**src/rtl/event_stream_reader_pkg.sv**
```systemverilog
// Shared state encoding and event geometry for the formatter-FIFO event reader.
// An event is a fixed header, per-channel flag and stop-cell words, then 4 bytes per cell per channel.
package event_stream_reader_pkg;

  typedef enum logic [1:0] {
    IDLE  = 2'd0,
    RUN   = 2'd1,
    DRAIN = 2'd2,
    DONE  = 2'd3
  } state_e;

  localparam int HDR_BYTES  = 32;
  localparam int FLAG_BYTES = 2;
  localparam int STOP_BYTES = 2;
  localparam int NUM_CH     = 8;
  localparam int CELL_BYTES = 4;

  function automatic logic [31:0] ev_len(input logic [12:0] depth);
    return 32'(HDR_BYTES + NUM_CH * (FLAG_BYTES + STOP_BYTES))
         + 32'(NUM_CH * CELL_BYTES) * {19'd0, depth};
  endfunction

endpackage

```
**src/rtl/stream_skid_buf.sv**
```systemverilog
// Small synchronous byte FIFO between the SFIFO read port and the TCP write port.
// Head is visible combinationally so a pop and its data leave on the same edge.
module stream_skid_buf #(
  parameter int DEPTH = 4,
  parameter int W     = 8
) (
  input  logic                   clk,
  input  logic                   rst_n,
  input  logic                   push,
  input  logic [W-1:0]           push_data,
  input  logic                   pop,
  output logic [W-1:0]           head,
  output logic [$clog2(DEPTH):0] count
);

  localparam int AW = $clog2(DEPTH);
  localparam int CW = AW + 1;

  logic [W-1:0]  mem_q [DEPTH];
  logic [AW-1:0] wr_ptr_q, wr_ptr_d;
  logic [AW-1:0] rd_ptr_q, rd_ptr_d;
  logic [CW-1:0] count_q, count_d;
  logic          do_push, do_pop;

  assign do_pop  = pop & (count_q != '0);
  // A push into a full buffer is only legal when a pop frees a slot on the same edge.
  assign do_push = push & ((count_q != CW'(DEPTH)) | do_pop);

  always_comb begin
    wr_ptr_d = wr_ptr_q + AW'(do_push);
    rd_ptr_d = rd_ptr_q + AW'(do_pop);
    count_d  = count_q + CW'(do_push) - CW'(do_pop);
  end

  always_ff @(posedge clk or negedge rst_n) begin
    if (!rst_n) begin
      wr_ptr_q <= '0;
      rd_ptr_q <= '0;
      count_q  <= '0;
    end else begin
      wr_ptr_q <= wr_ptr_d;
      rd_ptr_q <= rd_ptr_d;
      count_q  <= count_d;
    end
  end

  always_ff @(posedge clk) begin
    if (do_push) mem_q[wr_ptr_q] <= push_data;
  end

  assign head  = mem_q[rd_ptr_q];
  assign count = count_q;

endmodule

```
**src/rtl/event_stream_reader.sv**
```systemverilog
// Drains the formatter FIFO byte by byte, frames whole events from the latched read depth,
// and forwards them to the TCP transmit port through a small skid buffer with backpressure.
module event_stream_reader
  import event_stream_reader_pkg::*;
#(
  parameter int SKID_DEPTH = 4,
  parameter int LEN_W      = 20
) (
  input  logic        CLK,
  input  logic        RST_N,
  input  logic        ENABLE,
  input  logic [12:0] DRS_READDEPTH,
  output logic        SFIFO_RDCLK,
  output logic        SFIFO_RDEN,
  input  logic [7:0]  SFIFO_DOUT,
  input  logic        SFIFO_EMPTY,
  input  logic        SFIFO_VALID,
  input  logic        TCP_TX_FULL,
  output logic        TCP_TX_WR,
  output logic [7:0]  TCP_TX_DATA,
  output logic        EVENT_DONE,
  output logic [31:0] EVENT_COUNT,
  output logic        BUSY,
  output logic        PROTO_ERR
);

  localparam int CW = $clog2(SKID_DEPTH) + 1;

  state_e           state_q, state_d;
  logic [LEN_W-1:0] evlen_q, evlen_d;
  logic [LEN_W-1:0] rd_cnt_q, rd_cnt_d;
  logic [LEN_W-1:0] wr_cnt_q, wr_cnt_d;
  logic             rden_q, rden_d;
  logic             inflight_q, inflight_d;
  logic             tx_wr_q, tx_wr_d;
  logic [7:0]       tx_data_q, tx_data_d;
  logic             event_done_q, event_done_d;
  logic [31:0]      event_count_q, event_count_d;
  logic             busy_q, busy_d;
  logic             proto_err_q, proto_err_d;

  logic [CW-1:0]    skid_cnt;
  logic [7:0]       skid_head;
  logic             rd_fire, skid_push, skid_pop, stray_valid;
  logic             room, more_to_read;
  logic [CW:0]      outstanding;

  // A strobe that meets EMPTY is not a read: the FIFO ignores it and returns no VALID.
  assign rd_fire     = rden_q & ~SFIFO_EMPTY;
  assign skid_push   = SFIFO_VALID & inflight_q;
  assign stray_valid = SFIFO_VALID & ~inflight_q;
  assign skid_pop    = (skid_cnt != '0) & ~TCP_TX_FULL;

  // The strobe already on the wire is counted too, so the skid can never be oversubscribed.
  assign outstanding  = {1'b0, skid_cnt} + (CW+1)'(inflight_q) + (CW+1)'(rden_q);
  assign room         = outstanding < (CW+1)'(SKID_DEPTH);
  assign more_to_read = ({1'b0, rd_cnt_q} + (LEN_W+1)'(rden_q)) < {1'b0, evlen_q};

  stream_skid_buf #(
    .DEPTH (SKID_DEPTH),
    .W     (8)
  ) u_skid (
    .clk       (CLK),
    .rst_n     (RST_N),
    .push      (skid_push),
    .push_data (SFIFO_DOUT),
    .pop       (skid_pop),
    .head      (skid_head),
    .count     (skid_cnt)
  );

  always_comb begin
    state_d       = state_q;
    evlen_d       = evlen_q;
    rd_cnt_d      = rd_cnt_q + LEN_W'(rd_fire);
    wr_cnt_d      = wr_cnt_q + LEN_W'(skid_pop);
    rden_d        = 1'b0;
    inflight_d    = rd_fire | (inflight_q & ~SFIFO_VALID);
    tx_wr_d       = skid_pop;
    tx_data_d     = skid_pop ? skid_head : tx_data_q;
    event_done_d  = 1'b0;
    event_count_d = event_count_q;
    busy_d        = busy_q;
    proto_err_d   = proto_err_q | stray_valid;

    case (state_q)
      IDLE: begin
        if (ENABLE && !SFIFO_EMPTY) begin
          evlen_d  = LEN_W'(ev_len(DRS_READDEPTH));
          rd_cnt_d = '0;
          wr_cnt_d = '0;
          busy_d   = 1'b1;
          state_d  = RUN;
        end
      end
      RUN: begin
        rden_d = ~SFIFO_EMPTY & room & more_to_read;
        if (rd_cnt_q == evlen_q) state_d = DRAIN;
      end
      DRAIN: begin
        if (!inflight_q && !rden_q && (skid_cnt == '0) && (wr_cnt_q == evlen_q)) begin
          event_done_d  = 1'b1;
          event_count_d = event_count_q + 32'd1;
          busy_d        = 1'b0;
          state_d       = DONE;
        end
      end
      DONE:    state_d = IDLE;
      default: state_d = IDLE;
    endcase
  end

  always_ff @(posedge CLK or negedge RST_N) begin
    if (!RST_N) begin
      state_q       <= IDLE;
      evlen_q       <= '0;
      rd_cnt_q      <= '0;
      wr_cnt_q      <= '0;
      rden_q        <= 1'b0;
      inflight_q    <= 1'b0;
      tx_wr_q       <= 1'b0;
      tx_data_q     <= '0;
      event_done_q  <= 1'b0;
      event_count_q <= '0;
      busy_q        <= 1'b0;
      proto_err_q   <= 1'b0;
    end else begin
      state_q       <= state_d;
      evlen_q       <= evlen_d;
      rd_cnt_q      <= rd_cnt_d;
      wr_cnt_q      <= wr_cnt_d;
      rden_q        <= rden_d;
      inflight_q    <= inflight_d;
      tx_wr_q       <= tx_wr_d;
      tx_data_q     <= tx_data_d;
      event_done_q  <= event_done_d;
      event_count_q <= event_count_d;
      busy_q        <= busy_d;
      proto_err_q   <= proto_err_d;
    end
  end

  assign SFIFO_RDCLK = CLK;
  assign SFIFO_RDEN  = rden_q;
  assign TCP_TX_WR   = tx_wr_q;
  assign TCP_TX_DATA = tx_data_q;
  assign EVENT_DONE  = event_done_q;
  assign EVENT_COUNT = event_count_q;
  assign BUSY        = busy_q;
  assign PROTO_ERR   = proto_err_q;

endmodule

```
**config.mk**
```make
export PLATFORM = sky130hd
export DESIGN_NAME = event_stream_reader
export DESIGN_NICKNAME = d
export VERILOG_FILES = /design/src/rtl/event_stream_reader_pkg.sv /design/src/rtl/stream_skid_buf.sv /design/src/rtl/event_stream_reader.sv
export SDC_FILE = /design/constraint.sdc
export NUM_CORES = 1
export LEC_CHECK = 0
export CORE_AREA = 4 4 149 151
export DETAILED_ROUTE_END_ITERATION = 6
export DIE_AREA = 0 0 153 155
export SETUP_SLACK_MARGIN = 0.02
export SLEW_MARGIN = 20
export SYNTH_ARGS = -nofsm -noshare
export SYNTH_HDL_FRONTEND = slang
export SYNTH_HIERARCHICAL = 1
export SYNTH_SLANG_ARGS = --single-unit
```
**constraint.sdc**
```tcl
create_clock -name CLK -period 3.1 [get_ports CLK]
set_clock_uncertainty 0.05 [all_clocks]
set_input_delay 0.465 -clock CLK [delete_from_list [all_inputs] [get_ports CLK]]
set_output_delay 0.465 -clock CLK [all_outputs]
set_load 0.02 [all_outputs]
```
==> impl_metrics.csv <==
group,metric,value,unit
die,dieArea,0.0237,mm²
logic_synthesis,synth_xor_area_share,14.1,%
logic_synthesis,synth.area.mux_share,4.28,%
cts,ctsResizeCount,0,
grt,antenna_found_initial,0,
sta,worstMarginPinSlew,979,ps
run,max_cap_viol_count,0,
logic_synthesis,ys_types,59,
layout,register_area,0.00369,mm²
worst_setup_path,r2r-start,"rd_cnt_q[7]$_DFF_PN0_",
logic_synthesis,syn_avg_cell_area,11.3,µm²
logic_synthesis,synth.cell_area,0.00718,mm²
routing,vias,4811,
die,die_x,153,µm
cts,cts_tree,"done",
sta,drv_slew,0,
logic_synthesis,synthAdderAreaFrac,4.98,%
worst_setup_path,cp.required,3500,ps
sta,rsz0062_at_grt,"false",
power,sw_frac_of_total,31.7,%
placed_design,io_buffer_count,72,
placed_design,place.gp.congestion,0.805,
routing,ant_nets,0,
sta,setup_viol,0,
run_status,status,"finished, final reports clean",
power,p_seq_share,40.7,%
sta,relSlewSlack,34.6,%
worst_setup_path,start_kind,"register",
sta,hold_ws,363,ps
die,rows,53,
die,die_h,155,µm
worst_setup_path,r2r_slack,260,ps
cts,postCtsSetupBuffers,0,
logic_synthesis,yosys.area_share.simple,18.1,%
layout,area_growth,24.5,%
layout,nFillCells,1994,
routing,vias_per_cell,4.77,
power,internal_power,4.24,mW
worst_setup_path,worstPathArrival,3250,ps
worst_setup_path,r2r_cells,11,
power,p_comb_share,21.8,%
placed_design,place_hpwl,11000,µm
grt,grt_pass1_wl,25900,µm
logic_synthesis,synth_top_family_by_area,"simple AND/OR/NAND/NOR gates",
sta,min_period,2840,ps
power,power.switching,1.97,mW
die,ioPinCount,73,
power,peakVddDrop,386,µV
grt,grt_usage,13.8,%
logic_synthesis,syn-num-nets,690,
sta,final.period_utilization,91.6,%
layout,drive_gt1_share,11.9,%
layout,multi_input_area,0.00330,mm²
grt,grt_pass1_vias,4951,
die,core_area,0.0208,mm²
cts,clk_pin_slew,70,ps
grt,grt_max_degree,82,
logic_synthesis,yosysSeqAreaShare,51.3,%
worst_setup_path,r2r-end,"SFIFO_RDEN$_DFF_PN0_",
layout,antennaDiodeCount,0,
logic_synthesis,yosysWarningCount,6,
logic_synthesis,synthFlopType,"dfrtp_1",
worst_setup_path,crit_path_end_kind,"register",
logic_synthesis,synth_compound_area_share,4.30,%
sta,fmax,0.352,GHz
routing,drc,0,
logic_synthesis,synth-seq-cells,141,
logic_synthesis,ys_async_sr_fraction,77.3,%
grt,grt.overflow.total,0,
min_path,hp-class,"in2async",
sta,fin_setup_tns,0,ps
routing,firstDrtPassIters,4,
logic_synthesis,synth_edf_count,32,
worst_setup_path,path_class,"reg2reg",
die,start_util,34.5,%
power,p_per_area,694,mW/mm²
layout,nets,775,
power,p_leak,3.87,nW
routing,drt_iter0_markers,282,
power,pwr-share-clk,37.5,%
routing,wl_per_cell,15.2,µm
cts,cts_hold_buf,1,
cts,clock_latency,530,ps
worst_setup_path,path_max_fanout,8,
logic_synthesis,syn_inst,635,
routing,drt_wl_total,15300,µm
sta,hold_viol,0,
routing by layer:
metal | up-vias | routed length, µm | GRT usage [%] | share of wire, %
li1 | 2385 | - | - | -
met1 | 2331 | 7240 | 18.2 | 47
met2 | 78 | 7250 | 21.7 | 47
met3 | 17 | 552 | 3.76 | 3.6
met4 | 0 | 274 | 5.52 | 1.8
met5 | - | 0 | 0 | 0
sequential cells by signal, indices dropped and copies added, names as in the netlist, 3 cells and up:
register	count
EVENT_COUNT	32
evlen_q	14
wr_cnt_q	20
rd_cnt_q	20
u_skid/mem_q	32
u_skid/count	3
TCP_TX_DATA	8
power groups by stage:
stage,logic (mW),clock network (mW),registers [mW]
after global routing,1.53,2.48,2.58
final,1.35,2.32,2.52
after CTS,1.38,2.38,2.53
after detailed placement,1.37,0.0433,2.56
after global placement,1.36,0.0433,2.56
after floorplan,0.931,0.0377,2.49
critical path: stages, from the launching register on:
cell	delay, ps
dfrtp_1	500
and3_1	280
and3_1	270
nand2_1	230
nor2_1	180
xor2_1	200
ha_1	270
a21o_1	160
a21o_1	160
a21oi_1	160
o221ai_1	140
a21oi_1	140
worst max path at each step:
| stage | slack (ps) | startpoint | cells past startpoint | to |
|---|---|---|---|---|
| final | 260 | rd_cnt_q[7]$_DFF_PN0_ | 11 | SFIFO_RDEN$_DFF_PN0_ |
| after global routing | 30 | rd_cnt_q[7]$_DFF_PN0_ | 11 | SFIFO_RDEN$_DFF_PN0_ |
| after CTS | 240 | rd_cnt_q[7]$_DFF_PN0_ | 11 | SFIFO_RDEN$_DFF_PN0_ |
| after detailed placement | 200 | TCP_TX_FULL | 10 | wr_cnt_q[19]$_DFF_PN0_ |
| after global placement | 260 | rd_cnt_q[7]$_DFF_PN0_ | 11 | SFIFO_RDEN$_DFF_PN0_ |
| after floorplan | 400 | u_skid/count[1]$_DFF_PN0_ | 10 | u_skid/count[2]$_DFF_PN0_ |
cells by family (layout without fill, tap and decap cells):
logic type | Yosys count | in the layout
AND/OR/NAND/NOR | 235 | 235
AO/OA/AOI/OAI | 50 | 50
adder cells (fa/ha/maj) | 28 | 28
buffers and inverters | 46 | 144
multiplexers | 19 | 19
flip-flops | 141 | 141
XOR/XNOR | 116 | 116
area by class of cell:
cell class / instances / share of cell area, %
clock buffers: 21 / 5.71
clock inverters: 15 / 2.17
inverters: 24 / 1.01
multi-input cells: 448 / 36.8
flip-flops and latches: 141 / 41.2
well taps: 275 / 3.85
repair buffers: 84 / 9.18
cells in the mapped netlist (2+ instances only):
master | instances | area, µm²
xor2_1 | 49 | 429
clkbuf_1 | 14 | 52.6
dfrtp_1 | 109 | 2730
a21oi_1 | 19 | 95.1
and4_1 | 4 | 35.0
buf_6 | 2 | 22.5
xnor2_1 | 67 | 587
and3_1 | 22 | 138
ha_1 | 27 | 338
and4_4 | 2 | 22.5
nand3_1 | 34 | 170
and2_1 | 7 | 43.8
inv_1 | 24 | 90.1
a21o_1 | 6 | 45.0
and3_2 | 2 | 15.0
nor4_1 | 3 | 18.8
nor2b_1 | 5 | 31.3
edfxtp_1 | 32 | 961
o21ai_0 | 13 | 65.1
nor4_2 | 2 | 25.0
nand2_1 | 38 | 143
and4_2 | 2 | 20.0
nor3_2 | 2 | 20.0
and4bb_2 | 2 | 25.0
nor3_1 | 5 | 25.0
nand4_1 | 25 | 156
or3_1 | 7 | 43.8
nor2_1 | 63 | 236
mux4_2 | 8 | 180
mux2_2 | 9 | 101
buf_2 | 3 | 15.0
metrics by stage:
step	area [µm²]	utilization, %	total power [mW]	worst slack, ps	std cells
4_1_cts	8940	43.0	6.30	241	1008
5_1_grt	8940	43.0	6.59	30.3	1008
3_5_place_dp	8240	39.6	3.97	195	972
2_1_floorplan	7180	-	3.46	397	635
6_report	8940	43.0	6.20	259	1008
3_3_place_gp	8240	39.6	3.96	260	972
layout by cell type (no fill, tap or decap), types with 5 or more instances in the layout:
cell	netlist	final
mux4_2	8	8
xnor2_1	67	67
a21o_1	6	6
nor2b_1	5	5
nand2_1	38	38
clkbuf_16	0	20
inv_1	24	24
nor2_1	63	63
and2_1	7	7
mux2_2	9	9
or3_1	7	7
clkdlybuf4s50_1	0	71
buf_4	1	12
nand4_1	25	25
dfrtp_1	109	109
ha_1	27	27
a21oi_1	19	19
inv_8	0	5
o21ai_0	13	13
nor3_1	5	5
edfxtp_1	32	32
nand3_1	34	34
and3_1	22	21
xor2_1	49	49
(Power assumes the default switching activity.)
